`config.mk`:
```
export PLATFORM = sky130hd
export DESIGN_NAME = uc_seq
export DESIGN_NICKNAME = d
export VERILOG_FILES = /design/src/rtl/uc_pkg.sv /design/src/rtl/uc_decode.sv /design/src/rtl/uc_seq.sv
export SDC_FILE = /design/constraint.sdc
export NUM_CORES = 1
export LEC_CHECK = 0
export BUFFER_PORTS_ARGS = -buffer_cell sky130_fd_sc_hd__buf_2
export CAP_MARGIN = 20
export CELL_PAD_IN_SITES_DETAIL_PLACEMENT = 0
export CELL_PAD_IN_SITES_GLOBAL_PLACEMENT = 1
export CORE_UTILIZATION = 30
export CTS_BUF_LIST = sky130_fd_sc_hd__clkbuf_8 sky130_fd_sc_hd__clkbuf_16
export DETAILED_ROUTE_END_ITERATION = 6
export GPL_TIMING_DRIVEN = 0
export PLACE_DENSITY_LB_ADDON = 0.1
export SYNTH_ARGS = -nofsm -noshare
export SYNTH_HDL_FRONTEND = slang
export SYNTH_SLANG_ARGS = --single-unit
export TNS_END_PERCENT = 10
```
`constraint.sdc`:
```
create_clock -name clk -period 2.6 [get_ports clk]
set_input_delay 0.13 -clock clk [delete_from_list [all_inputs] [get_ports clk]]
set_output_delay 0.13 -clock clk [all_outputs]
set_load 0.01 [all_outputs]
```
`src/rtl/uc_pkg.sv`:
```
// Shared definitions for the sequencing control unit.
// Contents:
//   - major opcode constants (opcode[5:2] when opcode[5]=0)
//   - sub-op constants (opcode[1:0] for the CTRL and SYS groups)
//   - regfile and output source select codes
//   - FSM state encoding
//   - control vector and decode result structs
package uc_pkg;

  localparam logic [3:0] OP_LI   = 4'b0000;
  localparam logic [3:0] OP_LD   = 4'b0001;
  localparam logic [3:0] OP_ST   = 4'b0010;
  localparam logic [3:0] OP_IN   = 4'b0011;
  localparam logic [3:0] OP_OUTR = 4'b0100;
  localparam logic [3:0] OP_OUTI = 4'b0101;
  localparam logic [3:0] OP_CTRL = 4'b0110;
  localparam logic [3:0] OP_SYS  = 4'b0111;

  // CTRL group sub-ops
  localparam logic [1:0] SUB_J    = 2'b00;
  localparam logic [1:0] SUB_JZ   = 2'b01;
  localparam logic [1:0] SUB_JNZ  = 2'b10;
  localparam logic [1:0] SUB_CALL = 2'b11;

  // SYS group sub-ops
  localparam logic [1:0] SUB_RET  = 2'b00;
  localparam logic [1:0] SUB_NOP  = 2'b01;
  localparam logic [1:0] SUB_HALT = 2'b10;
  localparam logic [1:0] SUB_NOP2 = 2'b11;

  // Regfile write source
  localparam logic [1:0] INM_ALU = 2'd0;
  localparam logic [1:0] INM_IMM = 2'd1;
  localparam logic [1:0] INM_MEM = 2'd2;
  localparam logic [1:0] INM_IN  = 2'd3;

  // Output register source
  localparam logic [1:0] OUT_RD1 = 2'd0;
  localparam logic [1:0] OUT_IMM = 2'd1;

  typedef enum logic [2:0] {
    ST_RUN      = 3'd0,
    ST_WAIT_IN  = 3'd1,
    ST_WAIT_OUT = 3'd2,
    ST_RET_SKIP = 3'd3,
    ST_HALT     = 3'd4
  } state_t;

  // Every datapath control line driven by the unit.
  typedef struct packed {
    logic       pc_we;
    logic       s_inc;
    logic       s_stack;
    logic       push;
    logic       pop;
    logic       we3;
    logic       wez;
    logic       we4;
    logic       we_out;
    logic [1:0] s_inm;
    logic [1:0] s_in;
    logic [1:0] s_out;
    logic [2:0] op_alu;
    logic [1:0] in_ack;
  } ctrl_t;

  // Single-cycle decode result plus the instruction class flags the
  // sequencer needs in order to apply stalls and stack checks.
  typedef struct packed {
    ctrl_t ctrl;
    logic  is_in;
    logic  is_out;
    logic  is_call;
    logic  is_ret;
    logic  is_halt;
  } dec_t;

  // Control vector with every enable off and the PC source at PC+1.
  function automatic ctrl_t ctrl_idle();
    ctrl_t c;
    c       = '0;
    c.s_inc = 1'b1;
    return c;
  endfunction

endpackage

```
`src/rtl/uc_decode.sv`:
```
// Pure combinational opcode decode.
// Ports:
//   opcode [5:0] in  : instr[15:10]
//   z            in  : registered zero flag (for JZ/JNZ)
//   dec          out : default control vector as if the instruction runs
//                      unstalled this cycle, plus instruction class flags
module uc_decode
  import uc_pkg::*;
(
  input  logic [5:0] opcode,
  input  logic       z,
  output dec_t       dec
);

  always_comb begin
    dec          = '0;
    dec.ctrl     = ctrl_idle();
    dec.ctrl.pc_we = 1'b1;

    if (opcode[5]) begin
      dec.ctrl.op_alu = opcode[4:2];
      dec.ctrl.we3    = 1'b1;
      dec.ctrl.wez    = 1'b1;
      dec.ctrl.s_inm  = INM_ALU;
    end else begin
      case (opcode[5:2])
        OP_LI: begin
          dec.ctrl.s_inm = INM_IMM;
          dec.ctrl.we3   = 1'b1;
        end
        OP_LD: begin
          dec.ctrl.s_inm = INM_MEM;
          dec.ctrl.we3   = 1'b1;
        end
        OP_ST: dec.ctrl.we4 = 1'b1;
        OP_IN: begin
          dec.ctrl.s_in  = {1'b0, opcode[0]};
          dec.ctrl.s_inm = INM_IN;
          dec.ctrl.we3   = 1'b1;
          dec.is_in      = 1'b1;
        end
        OP_OUTR: begin
          dec.ctrl.s_out  = OUT_RD1;
          dec.ctrl.we_out = 1'b1;
          dec.is_out      = 1'b1;
        end
        OP_OUTI: begin
          dec.ctrl.s_out  = OUT_IMM;
          dec.ctrl.we_out = 1'b1;
          dec.is_out      = 1'b1;
        end
        OP_CTRL: begin
          case (opcode[1:0])
            SUB_J:   dec.ctrl.s_inc = 1'b0;
            SUB_JZ:  dec.ctrl.s_inc = ~z;
            SUB_JNZ: dec.ctrl.s_inc = z;
            default: begin
              dec.ctrl.s_inc = 1'b0;
              dec.ctrl.push  = 1'b1;
              dec.is_call    = 1'b1;
            end
          endcase
        end
        OP_SYS: begin
          case (opcode[1:0])
            SUB_RET: begin
              dec.ctrl.pop     = 1'b1;
              dec.ctrl.s_stack = 1'b1;
              dec.is_ret       = 1'b1;
            end
            SUB_HALT: begin
              dec.ctrl.pc_we = 1'b0;
              dec.is_halt    = 1'b1;
            end
            default: ;
          endcase
        end
        default: ;
      endcase
    end
  end

endmodule

```
`src/rtl/uc_seq.sv`:
```
// Sequencing control unit for the 8-bit single-cycle CPU.
// Decode is single-cycle; this block layers stalls, the two-cycle return,
// stack depth tracking with fault trapping and a HALT/resume state on top.
//
// Handshakes:
//   in_ready[p] high means input port p holds data; the unit consumes it in
//   a cycle where it writes the regfile and pulses in_ack[p] for that cycle
//   only. out_busy high means the output side refuses a write; we_out is
//   only asserted in a cycle where out_busy is low. A stalled instruction
//   holds the PC (pc_we=0) and re-tries every cycle.
//
// Ports:
//   clk, reset (async, active low)
//   opcode[5:0], z, in_ready[1:0], out_busy, resume   : inputs
//   pc_we, s_inc, s_stack, pushsignal, popsignal,
//   we3, wez, we4, we_out, s_inm, s_in, s_out,
//   op_alu, in_ack                                    : datapath controls
//   halted, err                                       : status
//   state, depth                                      : debug visibility
module uc_seq
  import uc_pkg::*;
#(
  parameter  int STACK_DEPTH = 16,
  localparam int DW          = $clog2(STACK_DEPTH + 1)
) (
  input  logic          clk,
  input  logic          reset,
  input  logic [5:0]    opcode,
  input  logic          z,
  input  logic [1:0]    in_ready,
  input  logic          out_busy,
  input  logic          resume,
  output logic          pc_we,
  output logic          s_inc,
  output logic          s_stack,
  output logic          pushsignal,
  output logic          popsignal,
  output logic          we3,
  output logic          wez,
  output logic          we4,
  output logic          we_out,
  output logic [1:0]    s_inm,
  output logic [1:0]    s_in,
  output logic [1:0]    s_out,
  output logic [2:0]    op_alu,
  output logic [1:0]    in_ack,
  output logic          halted,
  output logic          err,
  output state_t        state,
  output logic [DW-1:0] depth
);

  localparam logic [DW-1:0] FULL = DW'(STACK_DEPTH);

  dec_t   dec;
  ctrl_t  c;
  state_t state_nx;
  logic   err_set;
  logic   in_sel;

  uc_decode u_decode (
    .opcode (opcode),
    .z      (z),
    .dec    (dec)
  );

  assign in_sel = opcode[0];

  always_comb begin
    c        = dec.ctrl;
    state_nx = state;
    err_set  = 1'b0;

    case (state)
      ST_RUN: begin
        if (dec.is_in) begin
          if (in_ready[in_sel]) begin
            c.in_ack[in_sel] = 1'b1;
          end else begin
            c.pc_we  = 1'b0;
            c.we3    = 1'b0;
            state_nx = ST_WAIT_IN;
          end
        end
        if (dec.is_out && out_busy) begin
          c.pc_we  = 1'b0;
          c.we_out = 1'b0;
          state_nx = ST_WAIT_OUT;
        end
        if (dec.is_call && depth == FULL) begin
          c.push   = 1'b0;
          c.pc_we  = 1'b0;
          err_set  = 1'b1;
          state_nx = ST_HALT;
        end
        if (dec.is_ret) begin
          if (depth == '0) begin
            c.pop     = 1'b0;
            c.s_stack = 1'b0;
            c.pc_we   = 1'b0;
            err_set   = 1'b1;
            state_nx  = ST_HALT;
          end else begin
            state_nx = ST_RET_SKIP;
          end
        end
        if (dec.is_halt) state_nx = ST_HALT;
      end

      // The PC is frozen, so the IN instruction is still on opcode.
      ST_WAIT_IN: begin
        if (in_ready[in_sel]) begin
          c.in_ack[in_sel] = 1'b1;
          state_nx         = ST_RUN;
        end else begin
          c.pc_we = 1'b0;
          c.we3   = 1'b0;
        end
      end

      ST_WAIT_OUT: begin
        if (!out_busy) begin
          state_nx = ST_RUN;
        end else begin
          c.pc_we  = 1'b0;
          c.we_out = 1'b0;
        end
      end

      // PC holds the CALL address after the pop; step past it while
      // ignoring whatever that CALL opcode would decode to.
      ST_RET_SKIP: begin
        c        = ctrl_idle();
        c.pc_we  = 1'b1;
        state_nx = ST_RUN;
      end

      ST_HALT: begin
        c = ctrl_idle();
        if (resume && !err) begin
          c.pc_we  = 1'b1;
          state_nx = ST_RUN;
        end
      end

      default: begin
        c        = ctrl_idle();
        state_nx = ST_RUN;
      end
    endcase

    // Reset is asynchronous, so the enables must drop with it rather than
    // wait for the state register to be sampled.
    if (!reset) begin
      c        = ctrl_idle();
      state_nx = ST_RUN;
      err_set  = 1'b0;
    end
  end

  always_ff @(posedge clk or negedge reset) begin
    if (!reset) begin
      state <= ST_RUN;
      depth <= '0;
      err   <= 1'b0;
    end else begin
      state <= state_nx;
      err   <= err | err_set;
      // push is only granted below FULL and pop only above zero, so the
      // counter cannot wrap; push and pop are mutually exclusive by decode.
      if (c.push)     depth <= depth + 1'b1;
      else if (c.pop) depth <= depth - 1'b1;
    end
  end

  assign pc_we      = c.pc_we;
  assign s_inc      = c.s_inc;
  assign s_stack    = c.s_stack;
  assign pushsignal = c.push;
  assign popsignal  = c.pop;
  assign we3        = c.we3;
  assign wez        = c.wez;
  assign we4        = c.we4;
  assign we_out     = c.we_out;
  assign s_inm      = c.s_inm;
  assign s_in       = c.s_in;
  assign s_out      = c.s_out;
  assign op_alu     = c.op_alu;
  assign in_ack     = c.in_ack;
  assign halted     = reset && (state == ST_HALT);

endmodule

```
==> out/summary.txt <==
Chip width = 59.2 um
Die area = 3510 um^2
CTS tree = built
Finished Cell Area = 1370 um^2
Hold Slack = 221 ps
Crit path buf inv count = 1
Slew @ Worst Pin = 639 ps
Relative slew margins = 0.563
Met3 Use GR = 0.0349
Top post-synthesis cells by area = dfrtp_1, mux2_4, nand2_1
Worst stage delay on the critical path = 370 ps
Crit Path Class = flip-flop to flip-flop
Fin. Hold Viols = 0
Cells on worst reg2reg path = 11
Placed inst area = 1260 um^2
Most used flip-flop cell after synthesis = dfrtp_1
Initial cell density of the core = 0.319
Max cap viols = 0
Dpl hpwl = 2.07 mm
Largest net degree at the start of global routing = 11
Gr usage total = 0.158
Area Overhead vs Synth = 39.2%
Peak supply drop = 0.505 mV
Synth Area per Inst = 8.12 um^2
P_leak = 0.736 nW
Commonest non-fill, non-tap cell in the layout = buf_2
Clk_skew = 3.25 ps
Finished Layout Cells = 216
Worst path depth = 11
Fill cells = 327
RR Endpoint = depth[4]
Max-slew violations = 0
Layout cells sized above 1 = 0.401
Wire length per cell = 12.2 um
Sequential area share after synthesis = 0.229
Vias = 1,089
Setup violators final = 0
Worst path top cell family by delay = compound AO/OA/AOI/OAI gates
First-pass GRT wire length = 4.25 mm
Area share of and/or/nand/nor cells after synthesis = 0.362
Clk slew on worst S/H paths = 50 ps
Adder-Cell Fraction of Synth Area = 0.0586
Distinct cells, synth = 44
Hold path startpoint = reset
Pre-Repair DR Iteration Count = 4
Port bufs = 40
Mapped cell area = 982 um^2
Syn. warnings = 0
Clock Latency Late Sink = 230 ps
Worst Setup Start Kind = flip-flop
Routability cong. = 0.837
Placed insts = 206
Yosys top cell by area = dfrtp_1
Status = complete, no violations
Storage element area = 228 um^2
Gr busiest metal = met2
GRT overflow = 0
Die Ht = 59.2 um
CTS Buf Count = 3
Final wirelength = 2.63 mm
Tcrit/Tclk final = 0.950
Multi-input combinational cell area = 732 um^2
Reg2reg setup slack = 130 ps
NumNets Final = 190
Drc violations = 0
CP endpoint kind = flip-flop
Post-route ant nets = 0
Synth top area share = 0.229
Met1 Track Usage GR = 0.230
Crit path DAT = 2580 ps
Hold Path Stages = 3
Hold EP = state[2]
H-tree Lvls = 1
Row Count = 20
CTS Buffer Depth = 2
Vias in the first global route = 876
Vias/cell = 5.04
Final Core Density = 0.444
Crit Path Max Fanout = 8
Post-synth EDFFs = 0
FMAX = 405 MHz
Crit path required time = 2710 ps
Commonest cells after routing, fill and taps aside = buf_2, nand2_1, nor2_1
Yosys reg bits = 9
Synth Area in Compound Gates = 0.209
Area share of xor/xnor cells in the synthesized design = 0.0268
DR iter-0 viols = 36
# IOs = 43
Pwr per Cell Area = 656 nW/um^2
Final min period = 2470 ps
Post-synthesis mux area share = 0.0561
HP Class = primary input to flip-flop
Largest family of logic cells by synthesized area = simple AND/OR/NAND/NOR gates
Sink Count = 9
Cell Chain, Critical Path = buf_6, nor2_2, and2_1, a21o_1, or2_4, fa_2, a21o_1, a21oi_2, and2_1, o21ai_0, a22o_1
Post-Synthesis Cells = 121
Antenna cells = 0
Initial antenna violation count = 0
Synth async-reset ratio = 1.00
Met2 usage = 0.244
Core ar. = 3080 um^2
Max stage delay cell, worst path = fa_2
CTS root buffer = clkbuf_8
FF-to-FF Start = state[1]
-- worst max path at each step --
stage / from / endpoint / slack [ps]
after floorplan: state[1] / depth[4] / 50
after global placement: depth[1] / depth[4] / -140
after detailed placement: depth[0] / depth[4] / -160
after CTS: depth[0] / depth[4] / 20
after global routing: state[1] / depth[4] / -1
final: state[1] / depth[4] / 130
-- kinds of logic (layout without fill, tap and decap cells) --
kind of cell             after synthesis  count (layout)
XOR/XNOR                               3               3
adder cells (fa/ha/maj)                4               4
AO/OA/AOI/OAI                         27              27
multiplexers                           4               4
AND/OR/NAND/NOR                       62              62
other                                  1               2
flip-flops                             9               9
buffers and inverters                 11              61
-- flip-flops by register name, indices dropped and copies added (netlist names) --
signal,cells
depth,5
err,1
state,3
-- what timing repair did --
item / in CTS / in global routing
pin swaps: 2 / 3
hold buffers: 1 / 0
setup buffers: 2 / 3
hold endpoints to repair: 9 / 0
resized for setup: 4 / 2
endpoints found under the setup margin: 1 / 1
-- worst register-to-register path: cells and delay by family (launching register included) --
family / cells / cell delay, ps
adders and majority gates: 1 / 380
AOI/OAI and AO/OA: 5 / 840
buffers and inverters: 1 / 130
DFF: 1 / 350
and+or+nand+nor: 4 / 660
-- synth_stat cells (3+ instances only) --
library cell and instances:
buf_4 3, a21o_1 3, nand3_1 3, nor2_1 11
nor3_1 5, inv_1 6, mux2_4 3, o21ai_0 5
a21oi_1 6, nor4_1 3, ha_1 3, nand2_1 12
dfrtp_1 9, nor2b_1 3, and2_1 5, and3_1 7
-- final cells by class --
| type | instances | share of cell area |
|---|---|---|
| Clock buffer | 3 | 0.0302 |
| Inverter | 6 | 0.0165 |
| Multi-Input combinational cell | 102 | 0.535 |
| Buffer | 5 | 0.0274 |
| Tap cell | 44 | 0.0403 |
| Clock inverter | 1 | 0.00274 |
| Timing Repair Buffer | 46 | 0.181 |
| Sequential cell | 9 | 0.167 |
-- power breakdown --
part	leakage (nW)	internal [W]	switching, W	total (W)
combinational	0.591	0.000260	0.000231	0.000491
sequential	0.118	0.000180	0.0000703	0.000250
clock	0.0269	0.000103	0.0000532	0.000156
-- through the flow --
stage               setup WS, ps  TNS, ps  total power [W]
finish                       131        0         0.000897
floorplan                   47.2        0         0.000554
CTS                         21.6        0         0.000903
detailed placement          -159     -159         0.000684
global placement            -138     -138         0.000675
global route               -1.36    -1.36         0.000967
-- per-layer routing --
metal / part of all wire / vias up
met4: 0.0049 / 0
met2: 0.47 / 24
li1: - / 541
met3: 0.037 / 2
met1: 0.48 / 522
met5: 0 / -
(Power assumes the default switching activity.)
